===== config.mk =====
export PLATFORM = sky130hd
export DESIGN_NAME = tl_cntr_struct
export DESIGN_NICKNAME = d
export VERILOG_FILES = /design/src/rtl/tl_pkg.sv /design/src/rtl/tl_dff_r.sv /design/src/rtl/tl_cntr_struct.sv
export SDC_FILE = /design/constraint.sdc
export NUM_CORES = 1
export LEC_CHECK = 0
export ABC_AREA = 1
export CAP_MARGIN = 0
export CORE_AREA = 2 2 39 41
export DETAILED_ROUTE_END_ITERATION = 16
export DIE_AREA = 0 0 41 43
export GPL_TIMING_DRIVEN = 1
export HOLD_SLACK_MARGIN = 0.02
export MAX_ROUTING_LAYER = met4
export PLACE_DENSITY = 0.39
export SLEW_MARGIN = 15
export SYNTH_ARGS = -nofsm -noshare
export SYNTH_HDL_FRONTEND = slang
export SYNTH_SLANG_ARGS = --single-unit

===== constraint.sdc =====
create_clock -name clk -period 1.35 [get_ports clk]
set_clock_uncertainty 0.2 [all_clocks]
set_input_delay 0.2025 -clock clk [delete_from_list [all_inputs] [get_ports clk]]
set_output_delay 0.2025 -clock clk [all_outputs]
set_load 0.1 [all_outputs]

===== src/rtl/tl_pkg.sv =====
`default_nettype none
// ============================================================================
// Module      : tl_pkg
// Description : Shared constants for the two-street traffic-light controller:
//               state encodings S0-S3 and the 2-bit light codes.
// Revision    : 1.0 - initial release
// ============================================================================
package tl_pkg;

    // State encodings, S[1:0]
    localparam logic [1:0] S0 = 2'b00;  // A green,  B red
    localparam logic [1:0] S1 = 2'b01;  // A yellow, B red
    localparam logic [1:0] S2 = 2'b10;  // A red,    B green
    localparam logic [1:0] S3 = 2'b11;  // A red,    B yellow

    // Light codes; 2'b11 is never driven
    localparam logic [1:0] GREEN  = 2'b00;
    localparam logic [1:0] YELLOW = 2'b01;
    localparam logic [1:0] RED    = 2'b10;

endpackage : tl_pkg
`default_nettype wire


===== src/rtl/tl_dff_r.sv =====
`default_nettype none
// ============================================================================
// Module      : tl_dff_r
// Description : 1-bit D flip-flop, rising-edge clock, asynchronous
//               active-high reset to 0.
// Revision    : 1.0 - initial release
// ============================================================================
module tl_dff_r (
    input  logic clk,
    input  logic rst,
    input  logic d,
    output logic q
);

    // Capture d on every rising edge; reset clears q without waiting for clk
    always_ff @(posedge clk or posedge rst) begin
        if (rst) begin
            q <= 1'b0;
        end else begin
            q <= d;
        end
    end

endmodule : tl_dff_r
`default_nettype wire


===== src/rtl/tl_cntr_struct.sv =====
`default_nettype none
// ============================================================================
// Module      : tl_cntr_struct
// Description : Structural Moore FSM traffic-light controller for two streets.
//               Two tl_dff_r instances hold S[1:0]; next-state and light
//               outputs are plain gate equations of the state (and sensors
//               for next-state only), so the lights never see Ta/Tb directly.
// Revision    : 1.0 - initial release
// ============================================================================
module tl_cntr_struct
    import tl_pkg::*;
(
    input  logic       clk,
    input  logic       reset_n,   // active-high despite the name
    input  logic       Ta,
    input  logic       Tb,
    output logic [1:0] La,
    output logic [1:0] Lb
);

    logic [1:0] w_state;
    logic [1:0] w_next;

    // Next-state logic. S0 holds while Ta is present, S2 holds while Tb is
    // present; S1 and S3 always advance. Ta only matters when S=00 and Tb
    // only when S=10, which falls out of the product terms directly.
    assign w_next[1] = w_state[1] ^ w_state[0];
    assign w_next[0] = (~w_state[1] & ~w_state[0] & ~Ta)
                     | ( w_state[1] & ~w_state[0] & ~Tb);

    // State register, one flip-flop per state bit; reset lands on S0 (00)
    generate
        for (genvar i = 0; i < 2; i++) begin : g_state_bit
            tl_dff_r u_dff (
                .clk (clk),
                .rst (reset_n),
                .d   (w_next[i]),
                .q   (w_state[i])
            );
        end
    endgenerate

    // Output logic, a function of state only
    assign La[1] =  w_state[1];
    assign La[0] = ~w_state[1] & w_state[0];
    assign Lb[1] = ~w_state[1];
    assign Lb[0] =  w_state[1] & w_state[0];

endmodule : tl_cntr_struct
`default_nettype wire


Word-level counts from Yosys, hierarchy flattened. Cells that the tools add are included.

Bits in registers: 2. Input port bits: 4. Output and inout port bits: 4. Word-level logic and storage cells: 14.

Bitwise operators: 12.

Operators with widths (count): $and 1x1->1 (6); $not 1->1 (4); $or 1x1->1 (1); $xor 1x1->1 (1).

Logic depth before layout (Yosys ltp). Gate-level depths: netlist of run 1.

Depth in word-level cells: 4. Depth in mapped cells: 4.

By module. A second synthesis of run 1 with hierarchy kept.

Cells, all modules: 16. Area total of the unflattened synthesis: 141.4 um^2.

By module, submodules not included: tl_cntr_struct (times used 1, cells each 12, area an instance 83.8 um^2); tl_dff_r (times used 2, cells each 2, area an instance 28.8 um^2).

Worst setup path after synthesis of run 1. No wires, ideal clock.

Path type: register to output. Start: reg g_state_bit[1].u_dff.q. End: out La[0]. Arrival time: 1.956 ns. Data required time: 0.947 ns. Setup slack: -1.008 ns. Cell stages (with the launch flop): 3. Cells stage by stage: dfrtp_1 -> inv_1 -> ha_1.

Longest elaborated chain between the ends: 2.

RTL lines: from (decl) (RTL line tl_dff_r.sv:12) `output logic q`; from (signal assigned) (RTL line tl_dff_r.sv:18) `q <= 1'b0;`; from (signal assigned) (RTL line tl_dff_r.sv:20) `q <= d;`; $not 1->1; named net Lb[1] (RTL line tl_cntr_struct.sv:18) `output logic [1:0] Lb`; $and 1x1->1 (RTL line tl_cntr_struct.sv:45) `assign La[0] = ~w_state[1] & w_state[0];`; to (decl) (RTL line tl_cntr_struct.sv:17) `output logic [1:0] La,`.

The timed path passes the listed nets, and every way through them passes these cells.

Final worst setup path of run 1.
Start: reg g_state_bit[1].u_dff.q. End: out La[0].

Longest elaborated chain between the ends: 2.

RTL lines (RTL line): $not 1->1 (tl_cntr_struct.sv:45); $and 1x1->1 (tl_cntr_struct.sv:45).

No other way between the ends.

==> reports/results.ini, run 1 <==
[outcome]
outcome = finished, violations left
violations = setup timing

[detailed_routing]
via_per_inst = 2.95
ant_nets = 0
drt_iter0_markers = 1
wl_per_cell_um = 7.70
route.detailed.drc = 0
wl_um = 339
vias = 130
first_pass_iters = 2

[placed_design]
io_buffers = 7
place_hpwl_um = 243
dp.cells = 39
gp_congestion = 0.524

[logic_synthesis]
ys.flop_type = dfrtp_1
syn-num-nets = 23
synthTopCellsByArea = dfrtp_1, ha_1, inv_1
synth-seq-cells = 2
async_flop_share_pct = 100
yosysTopAreaCell = dfrtp_1
ys_types = 5
synth_area_per_cell_sq_um = 9.18
syn_inst = 15
synth-edff-count = 0
synth_top_cell_area_share_pct = 36.4
synth_most_common_cell = inv_1
syn-cell-area_sq_um = 138
ys_top_cells_by_count = inv_1, ha_1, nand2_1
yosysWarnings = 0
ys_seq_area_share_pct = 36.4

[timing]
setup_viol = 4
setup_slack_ps = -155
finalCriticalPeriod_ps = 1510
slew_violations = 0
slew_headroom_pct = 89.1
min_period_over_period_pct = 112
hold_viol = 0
fmax_mhz = 664
tightest_slew_ps = 163
rsz0062_at_grt = yes

[cts]
cts.path.max_buffers = 2
numClockSinks = 2
h-tree-depth = 1
cts_buffers = 3
cts.clk_slew.worst_paths_ps = 30
clock_latency_ps = 220
cts_tree = built
cts_root_buf = clkbuf_4

[worst_setup_path]
start_kind = flip-flop
rr_startpoint = g_state_bit[1].u_dff.q
crit_required_ps = 950
startpoint = g_state_bit[1].u_dff.q
cp-end-kind = primary output
critPathMaxFanout = 3
crit_type = reg2out
r2r_cells = 5
arrival_ps = 1100

[global_route]
grt_usage_pct = 5.76
grt_pass1_wl_um = 565
grt_max_degree = 4
grt_antenna_before_repair = 0
grt_pass1_vias = 151
gr-total-overflow = 0

[layout]
syn_to_final_growth_pct = 144
largest_reg_flops = 2
insertedDiodeCount = 0
layout-drive-gt1-share_pct = 42.9
fin_nets = 38
regMostFlops = g_state_bit.u_dff.q
fin_cells = 44
reg_top3 = g_state_bit.u_dff.q: 2 flops
final_util_pct = 24.2

[die]
ioPinCount = 8
core-area_sq_mm = 0.00138
floorplan.initialDensity_pct = 9.95
rows = 14
die_x_um = 41
die_h_um = 43
die-area_sq_mm = 0.00176

[hold_path]
min_path_cells = 4
hp-start = Ta
hold_path.class = in2reg

[job]
cap_violations = 0

through the flow:
step           TNS (ps)  hold WS (ps)  worst slack, ps  area, sq um
6_report           -504           344             -155          335
3_3_place_gp          0           171             77.9          292
4_1_cts            -576           335             -178          335
3_5_place_dp          0           167             62.0          292
2_1_floorplan     -1290          -256             -395          154
5_1_grt            -668           401             -204          335
area by class of cell:
cell class              count  area, sq um
well taps                  16         20.0
flip-flops and latches      2         50.0
repair buffers             11          146
clock buffers               3         22.5
inverters                   5         22.5
fillers                   146         1050
multi-input cells           7         73.8
critical path, cell delays in order, from the launching register on:
cell and delay, ps:
dfrtp_1 390, clkinvlp_4 150, ha_4 180, buf_12 160
repair_timing:
action,in CTS,in global routing
hold buffers,1,0
endpoints found under the hold margin,2,0
setup buffers,1,1
resized for setup,1,1
endpoints found under the setup margin,4,4
path summary, 6_finish.rpt:
kind | end | slack [ps]
max | La[0] | -160
min | g_state_bit[0].u_dff.q | 340
max reg2reg | g_state_bit[0].u_dff.q | 100
min reg2reg | g_state_bit[1].u_dff.q | 480
max in group asynchronous | g_state_bit[1].u_dff.q | 330
min in group asynchronous | g_state_bit[0].u_dff.q | 500
placed cells by master, fill, tap and decap left out:
cell type / instances
buf_6: 1
inv_1: 4
dlygate4sd3_1: 1
clkbuf_4: 3
buf_4: 2
clkinvlp_4: 1
nand2_1: 3
ha_1: 3
clkdlybuf4s50_1: 3
ha_4: 1
dfrtp_1: 2
buf_12: 4
kinds of logic (layout without fill, tap and decap cells):
family	after synthesis	in the layout	synth area share [%]
adders and majority gates	4	4	36.4
DFF	2	2	36.4
buffers and inverters	6	19	19.1
and+or+nand+nor	3	3	8.18
routing by layer:
metal	wire length, um	track usage [%]
met1	137	4.17
met2	158	7.81
met3	36	3.14
met4	6	8.00
met5	0	-
Power of run 1 is left out: the tool's default activity adds up to more than one toggle a clock period on the data nets, which glitch-free logic cannot reach.
==> inputs of run 2 (changes only) <==
- ABC_AREA: 1 -> unset
- CTS_BUF_LIST: unset -> sky130_fd_sc_hd__clkbuf_2 sky130_fd_sc_hd__clkbuf_4 sky130_fd_sc_hd__clkbuf_8
- CTS_CLUSTER_SIZE: unset -> 8
==> run 2 against run 1 <==
  * The run still ends with setup timing left
  * Routed wire length decreased by 3.2%
  * Cell area increased by 9.3%
  * Critical path depth unchanged
  * Non-clock buffer count increased by 2
  * Sequential share of layout area decreased by 0.59 points
  * Synthesized cell count decreased by 13%
  * Fmax increased by 0.14%
  * Setup slack improved by 2.1 ps
  * Clock-buffer cell count unchanged
  * Flip-flop and latch count unchanged
  * Area after synthesis increased by 0.91%
  * Die area unchanged
  * Critical path type unchanged
==> reports/results.ini, run 2 <==
[outcome]
outcome = finished, violations left
violations = setup timing

[logic_synthesis]
ys_top_cells_by_count = inv_1, ha_1, dfrtp_1
async_flop_share_pct = 100  ; unchanged
yosysWarnings = 0  ; unchanged
ys.flop_type = dfrtp_1
synth_most_common_cell = inv_1
syn_inst = 13  ; -2
synth-seq-cells = 2  ; unchanged
ys_types = 5  ; unchanged
synthTopCellsByArea = dfrtp_1, ha_1, inv_1
yosysTopAreaCell = dfrtp_1
ys_seq_area_share_pct = 36.0  ; -0.33 points
syn-num-nets = 21  ; -8.7%
syn-cell-area_sq_um = 139  ; +0.91%
synth-edff-count = 0  ; unchanged
synth_area_per_cell_sq_um = 10.7  ; +16%
synth_top_cell_area_share_pct = 36.0  ; -0.33 points

[die]
floorplan.initialDensity_pct = 10.0  ; +0.090 points
die_x_um = 41  ; unchanged
die_h_um = 43  ; unchanged
ioPinCount = 8  ; unchanged
core-area_sq_mm = 0.00138  ; unchanged
rows = 14  ; unchanged
die-area_sq_mm = 0.00176  ; unchanged

[cts]
cts.clk_slew.worst_paths_ps = 30  ; about the same
cts_root_buf = clkbuf_4
cts.path.max_buffers = 2  ; unchanged
clock_latency_ps = 220  ; about the same
cts_tree = built
numClockSinks = 2  ; unchanged
h-tree-depth = 1  ; unchanged
cts_buffers = 3  ; unchanged

[timing]
slew_violations = 0  ; unchanged
hold_viol = 0  ; unchanged
slew_headroom_pct = 91.3  ; +2.2 points
tightest_slew_ps = 131  ; -32.3 ps
setup_viol = 4  ; unchanged
min_period_over_period_pct = 111  ; -0.16 points
finalCriticalPeriod_ps = 1500  ; -2.12 ps
rsz0062_at_grt = yes
setup_slack_ps = -153  ; +2.12 ps
fmax_mhz = 665  ; +0.14%

[worst_setup_path]
cp-end-kind = primary output
critPathMaxFanout = 4  ; +1
crit_required_ps = 950  ; about the same
arrival_ps = 1100  ; about the same
worstSetupPathDepth = 3  ; unchanged
reg2reg_slack_ps = 180  ; +80 ps
max_stage_delay_ps = 420  ; +30 ps
worstReg2RegEnd = g_state_bit[0].u_dff.q
critPathBufInv = 2  ; unchanged
cp_slowest_cell = dfrtp_2
path_delay_family = flip-flops
start_kind = flip-flop
crit_type = reg2out
startpoint = g_state_bit[1].u_dff.q
crit_end = Lb[0]
crit_chain = buf_4 > ha_4 > buf_12
r2r_cells = 4  ; -1
rr_startpoint = g_state_bit[1].u_dff.q

[layout]
final_util_pct = 26.5  ; +2.3 points
insertedDiodeCount = 0  ; unchanged
mostFrequentLayoutCells = inv_1, buf_12, buf_4
syn_to_final_growth_pct = 164
reg_top3 = g_state_bit.u_dff.q: 2 flops
layout-drive-gt1-share_pct = 64.3  ; +21 points
largest_reg_flops = 2  ; unchanged
regMostFlops = g_state_bit.u_dff.q
fin_nets = 38  ; unchanged

[global_route]
grt_pass1_vias = 167  ; +11%
met2_usage_pct = 6.56  ; -1.2 points
grt_usage_pct = 5.76  ; unchanged
grt-busiest-layer = met4
use_met1_pct = 6.41  ; +2.2 points
gr-total-overflow = 0  ; unchanged
met3_usage_pct = 1.57  ; -1.6 points
grt_max_degree = 5  ; +1
grt_pass1_wl_um = 600  ; +6.2%
grt_antenna_before_repair = 0  ; unchanged

[detailed_routing]
wl_um = 328  ; -3.2%
drt_iter0_markers = 0  ; -1
vias = 134  ; +3.1%
ant_nets = 0  ; unchanged
via_per_inst = 3.05  ; +3.1%
wl_per_cell_um = 7.45  ; -3.2%
route.detailed.drc = 0  ; unchanged
first_pass_iters = 1  ; -1

[placed_design]
io_buffers = 7  ; unchanged
gp_congestion = 0.572  ; +9.1%

[hold_path]
hold_path.class = in2reg
min_path_cells = 2  ; -2

[job]
cap_violations = 0  ; unchanged

[run 2: cells by family (layout without fill, tap and decap cells)]
family,after synthesis,count (layout),share of synthesized area (%)
buffers and inverters,6,21,18.9
adder cells (fa/ha/maj),4,4,36.0
flip-flops,2,2,36.0
AO/OA/AOI/OAI,1,1,9.01
[run 2: layout make-up]
type                            count  area (sq um)
Fill cell                         153          1020
Clock buffer                        3          22.5
Timing Repair Buffer               13           161
Sequential cell                     2          52.6
Tap cell                           16          20.0
Multi-Input combinational cell      5          87.6
Inverter                            5          22.5
[run 2: worst min-delay path by stage]
stage | startpoint | end | slack, ps
6_report | Tb | g_state_bit[0].u_dff.q | 360
5_1_grt | Tb | g_state_bit[0].u_dff.q | 390
4_1_cts | Tb | g_state_bit[0].u_dff.q | 350
3_5_place_dp | reset_n | g_state_bit[0].u_dff.q | 180
3_3_place_gp | reset_n | g_state_bit[0].u_dff.q | 170
2_1_floorplan | reset_n | g_state_bit[0].u_dff.q | -260
[run 2: repair_timing]
item,4_1_cts,5_1_grt
resized for setup,2,3
hold endpoints to repair,2,0
endpoints found under the setup margin,4,4
hold buffers,1,0
pin swaps,0,0
buffers inserted,2,1
[run 2: through the flow]
step                      setup slack (ps)  hold slack [ps]  cells  TNS, ps  cell area, sq um
after floorplan                       -395             -256     13    -1330               155
final                                 -153              355     44     -493               367
after global routing                  -189              391     44     -669               367
after detailed placement              20.2              180     37        0               293
after CTS                             -155              354     43     -525               345
after global placement                42.0              174     37        0               293
[run 2: per-layer routing]
metal  share of wire (%)  wire length (um)
met5                   0                 0
met4                   0                 0
met3                  11                36
met2                  49               162
met1                  39               129
Power of run 2 is left out for the same reason.
==> variant 1 (settings of run 1) <==
Reset style: synchronous (`rst`), changed in one clocked block. Comments in the files are not updated.
--- a/src/rtl/tl_dff_r.sv
+++ b/src/rtl/tl_dff_r.sv
@@ -14,5 +14,5 @@
 
     // Capture d on every rising edge; reset clears q without waiting for clk
-    always_ff @(posedge clk or posedge rst) begin
+    always_ff @(posedge clk) begin
         if (rst) begin
             q <= 1'b0;
Behaviour: differs if reset_n is asserted again (counterexample within 4 cycles, from zero or initial values and one cycle with reset_n high); with reset_n held inactive, the same outputs for 10 cycles.
==> variant 1 against run 1 <==
The run still ends with negative setup slack left. Setup slack better by 72 ps. Routed wire length decreased by 8.8%. Area after synthesis fell by 0.91%. Register-to-register slack better by 90 ps. Maximum frequency rose by 5.1%. Cell count shrank 2.3%. Critical path depth unchanged. Sequential cell count did not move. Design area down 4.1%. First-iteration DRC count grew to 5.0 times the old value. Hold slack better by 17 ps. Largest cell class unchanged.
==> variant 1: results (changes against run 1) <==
| Step | Result | This run | vs run 1 |
|---|---|---|---|
| status | Run status | finished with violations |  |
| status | Violations in the final reports | negative setup slack |  |
| min path | Type of the most critical hold path | primary input to flop |  |
| final layout | Registers with the most flip-flops | g_state_bit.u_dff.q x2 |  |
| logic synthesis | Synth warnings | 0 | unchanged |
| placed design | Input/output buffers | 7 | unchanged |
| logic synthesis | Synth cell count leaders | sky130_fd_sc_hd__inv_1 (5), sky130_fd_sc_hd__ha_1 (4), sky130_fd_sc_hd__dfxtp_1 (2), sky130_fd_sc_hd__nand2_1 (2) |  |
| logic synthesis | Sequential share of the synthesized area | 29.4% | -7.0 points |
| power and ir drop | Total leakage power | 0.144 nW |  |
| final layout | Ratio of cells with drive above 1 in the final layout | 51.9% | +9.0 points |
| logic synthesis | Top cells by area, synth | sky130_fd_sc_hd__ha_1 (37%), sky130_fd_sc_hd__dfxtp_1 (29%), sky130_fd_sc_hd__inv_1 (14%) |  |
| placed design | Weighted congestion reported at the end of routability-driven placement | 0.555 | +6.0% |
| setup path | Register-to-Register Setup Slack | 190 ps | +90 ps |
| sta | Number of setup violations in the final report | 3 | -1 |
| final layout | Antenna diodes | 0 | unchanged |
| logic synthesis | Most instantiated flip-flop cell in the synthesis netlist | sky130_fd_sc_hd__dfxtp_1 |  |
| setup path | Critical path data arrival time | 1030 ps | -70 ps |
| sta | Final hold slack | 361 ps | +17.1 ps |
| grt | Largest net degree at the start of global routing | 4 | unchanged |
| logic synthesis | Ys async rst share | 0% | -100 points |
| logic synthesis | Count of distinct cell types in the synthesized netlist | 7 | +2 |
| clock network | CTS clk-pin slew, worst paths | 30 ps | about the same |
| logic synthesis | Syn_nets | 24 | +4.3% |
| setup path | CP max FO | 3 | unchanged |
| clock network | Maximum clock path buffer count | 2 | unchanged |
| sta | Number of pins with negative max-slew slack in the final report | 0 | unchanged |
| grt | Number of antenna violations at the first check in global routing | 0 | unchanged |
| grt | Global-route total usage across every layer | 5.85% | +0.097 points |
| grt | Number of global-route vias before repair | 151 | unchanged |
| power and ir drop | NetSw | 0.168 mW |  |
| power and ir drop | Maximum vdd ir drop | 0.469 mV |  |
| drt | DRT iter0 DRCs | 5 | +4 |
| drt | Via count | 123 | -5.4% |
| clock network | H-Tree Level Count | 1 | unchanged |
| sta | Worst path setup slack after routing | -83.0 ps | +72.4 ps |
| drt | Routed Wire Length | 309 µm | -8.8% |
| sta | Worst-case headroom to the max-slew limit | 92.9% | +3.8 points |
| grt | Wire length of the first global-routing pass | 586 µm | +3.7% |
| drt | Detailed-routing iteration count for the pre-antenna-repair pass | 3 | +1 |
| clock network | Number of buffers inserted during clock tree synthesis | 3 | unchanged |
| final layout | Total number of nets in the final design | 37 | -2.6% |
| grt | Routing usage on met1 | 6.39% | +2.2 points |
| grt | Met3 track demand over resource | 3.66% | +0.52 points |
| grt | GR Util met2 | 5.63% | -2.2 points |
| clock network | Root cell of the clock tree | sky130_fd_sc_hd__clkbuf_4 |  |
variant 1: cell types whose count changed after synthesis:
cell | run 1 | this run
sky130_fd_sc_hd__a21oi_2 | 0 | 1
sky130_fd_sc_hd__dfrtp_1 | 2 | 0
sky130_fd_sc_hd__dfxtp_1 | 0 | 2
sky130_fd_sc_hd__nand2_1 | 3 | 2
sky130_fd_sc_hd__nor2_1 | 0 | 1
variant 1: cells by family (layout without fill, tap and decap cells):
kind of cell / Yosys count / count (layout) / share of synthesized area (%)
buffers and inverters: 6 / 17 / 19.3
AO/OA/AOI/OAI: 1 / 1 / 6.42
AND/OR/NAND/NOR: 3 / 3 / 8.26
flip-flops: 2 / 2 / 29.4
adder cells (fa/ha/maj): 4 / 4 / 36.7
variant 1: stage by stage:
step	std cells	total power [mW]	setup TNS [ps]	instance area, µm²	setup WS [ps]
2_1_floorplan	16	0.211	-1120	154	-327
3_3_place_gp	40	0.284	0	292	154
3_5_place_dp	40	0.285	0	292	134
4_1_cts	44	0.433	-224	327	-98.5
5_1_grt	43	0.448	-287	322	-129
6_report	43	0.417	-161	322	-83.0
variant 1: what timing repair did:
action | in CTS | in global routing
buffers inserted | 1 | 0
setup endpoints to repair | 3 | 4
hold buffers | 0 | 0
resized for setup | 2 | 2
pin swaps | 1 | 0
hold endpoints to repair | 0 | 0
variant 1: area by class of cell:
cell class | instances | area, µm²
clock buffers | 3 | 22.5
fillers | 150 | 1060
inverters | 5 | 22.5
multi-input cells | 8 | 82.6
flip-flops and latches | 2 | 45.0
well taps | 16 | 20.0
repair buffers | 9 | 129
variant 1: final timing paths:
| kind | from | endpoint | depth (start not counted) |
|---|---|---|---|
| worst max-delay path | g_state_bit[1].u_dff.q | La[0] | 3 |
| worst min-delay path | reset_n | g_state_bit[1].u_dff.q | 2 |
| worst max register to register | g_state_bit[1].u_dff.q | g_state_bit[1].u_dff.q | 4 |
| worst min register to register | g_state_bit[0].u_dff.q | g_state_bit[1].u_dff.q | 4 |
variant 1: layer usage:
metal,routed length (µm),vias up
li1,-,68
met1,135,47
met2,121,8
met3,51,0
met4,0,0
met5,0,-
variant 1: power groups by stage:
stage	Clock, mW	Sequential [mW]	Combinational [mW]
2_1_floorplan	0	0.0771	0.134
3_3_place_gp	0	0.0769	0.207
3_5_place_dp	0	0.0780	0.207
4_1_cts	0.139	0.0781	0.216
5_1_grt	0.145	0.0794	0.223
6_report	0.129	0.0785	0.209
variant 1: worst max-delay path, cell delays in order (launching register included):
cell and delay [ps]:
sky130_fd_sc_hd__dfxtp_4 360, sky130_fd_sc_hd__clkinvlp_4 120, sky130_fd_sc_hd__ha_4 180, sky130_fd_sc_hd__buf_12 160
==> variant 2 (config.mk and constraints of run 1) <==
Without the edit above. Add an input register stage for `Ta` and `Tb`, without a reset; this delays them by one clock.
--- a/src/rtl/tl_cntr_struct.sv
+++ b/src/rtl/tl_cntr_struct.sv
@@ -19,4 +19,12 @@
 );
 
+    logic Ta_q;
+    logic Tb_q;
+
+    always_ff @(posedge clk) begin
+        Ta_q <= Ta;
+        Tb_q <= Tb;
+    end
+
     logic [1:0] w_state;
     logic [1:0] w_next;
@@ -26,6 +34,6 @@
     // only when S=10, which falls out of the product terms directly.
     assign w_next[1] = w_state[1] ^ w_state[0];
-    assign w_next[0] = (~w_state[1] & ~w_state[0] & ~Ta)
-                     | ( w_state[1] & ~w_state[0] & ~Tb);
+    assign w_next[0] = (~w_state[1] & ~w_state[0] & ~Ta_q)
+                     | ( w_state[1] & ~w_state[0] & ~Tb_q);
 
     // State register, one flip-flop per state bit; reset lands on S0 (00)
Behaviour: not the same (a bounded check fails within 4 cycles, from zero or initial values and one cycle with reset_n high).
==> variant 2 against run 1 <==
Sequential cell count up 2. Hold slack worse by 130 ps. The flow still finishes with violations (negative setup slack). Area after synthesis up 29%. Utilization up 3.6 points. Sequential share of layout area up 9.1 points. Routed wire length down 9.1%. Setup slack better by 18 ps. Design area up 15%. Critical endpoint unchanged.
Power is left out: the tool's default activity adds up to more than one toggle a clock period on the data nets, which glitch-free logic cannot reach.
==> variant 2: results (changes against run 1) <==
| Step | Result | This run | vs run 1 |
|---|---|---|---|
| status | Violations in the final reports | negative setup slack |  |
| drt | Detailed-routing iteration count for the pre-antenna-repair pass | 1 | -1 |
| status | Run status | finished with violations |  |
| setup path | Critical path data arrival time | 1080 ps | -20 ps |
| setup path | Cell with the largest stage delay on the worst path | sky130_fd_sc_hd__dfrtp_2 |  |
| logic synthesis | Ys async rst share | 50.0% | -50 points |
| logic synthesis | Synth cell count leaders | sky130_fd_sc_hd__inv_1 (5), sky130_fd_sc_hd__ha_1 (4), sky130_fd_sc_hd__nand2_1 (3), sky130_fd_sc_hd__dfrtp_1 (2), sky130_fd_sc_hd__dfxtp_1 (2) |  |
| logic synthesis | Sequential share of the synthesized area | 50.7% | +14 points |
| grt | GR Util met2 | 5.94% | -1.9 points |
| drt | Vias/cell | 2.98 | +0.82% |
| sta | Measured slew at the worst slew-check pin | 112 ps | -51.6 ps |
| sta | Worst path setup slack after routing | -137 ps | +18.3 ps |
| grt | Routing usage on met1 | 5.19% | +1.0 points |
| sta | Number of setup violations in the final report | 4 | unchanged |
| grt | Largest net degree at the start of global routing | 5 | +1 |
| drt | WL/cell | 6.55 µm | -15% |
| placed design | Placement-stage cell area | 332 µm² | +14% |
| grt | Wire length of the first global-routing pass | 524 µm | -7.3% |
| logic synthesis | Most instantiated flip-flop cell in the synthesis netlist | sky130_fd_sc_hd__dfxtp_1 |  |
| logic synthesis | Count of distinct cell types in the synthesized netlist | 6 | +1 |
| min path | Worst Hold Depth | 1 | -3 |
| min path | End point of the most critical hold path | Ta_q |  |
| grt | Global-route total usage across every layer | 5.16% | -0.60 points |
| placed design | Weighted congestion reported at the end of routability-driven placement | 0.577 | +10% |
| final layout | Ratio of cells with drive above 1 in the final layout | 48.4% | +5.5 points |
variant 2: cell types whose count changed in the layout (fill, tap and decap cells not counted), sizes merged:
cell   delta
buf       +1
dfxtp     +2
variant 2: final cells by class:
| cell class | count | area, µm² |
|---|---|---|
| Multi-Input combinational cell | 7 | 73.8 |
| Fill cell | 151 | 998 |
| Tap cell | 16 | 20.0 |
| Timing Repair Buffer | 12 | 154 |
| Sequential cell | 4 | 92.6 |
| Inverter | 5 | 22.5 |
| Clock buffer | 3 | 22.5 |
variant 2: worst max-delay path by stage:
stage                           startpoint     to  slack [ps]  cells after the start
finish              g_state_bit[1].u_dff.q  La[0]        -140                      3
CTS                 g_state_bit[1].u_dff.q  La[0]        -150                      3
detailed placement  g_state_bit[1].u_dff.q  La[0]          30                      3
global placement    g_state_bit[1].u_dff.q  La[0]          40                      3
floorplan           g_state_bit[1].u_dff.q  La[0]        -400                      2
global route        g_state_bit[1].u_dff.q  La[0]        -190                      3
variant 2: logic make-up (layout without fill, tap and decap cells):
group         after synthesis  after routing  synth area share, %
flops                       4              4                 50.7
buf+inv                     6             20                 14.8
fa+ha+maj                   4              4                 28.2
simple gates                3              3                 6.34
variant 2: repair_timing:
action,CTS,global route
gates resized for setup,2,1
setup endpoints to repair,4,4
endpoints found under the hold margin,2,0
hold buffers,1,0
buffers inserted,3,0
variant 2: per-stage QoR:
step,utilization [%],TNS (ps),hold slack (ps)
2_1_floorplan,-,-1290,-256
3_3_place_gp,24.0,0,162
3_5_place_dp,24.0,0,166
4_1_cts,27.8,-557,204
5_1_grt,27.8,-662,224
6_report,27.8,-487,216
variant 2: metal layers:
layer / routed length (µm) / share of wire, % / vias to the layer above
met5: 0 / 0 / -
met2: 153 / 50 / 8
li1: - / - / 75
met4: 0 / 0 / 0
met1: 118 / 38 / 57
met3: 35 / 11 / 0
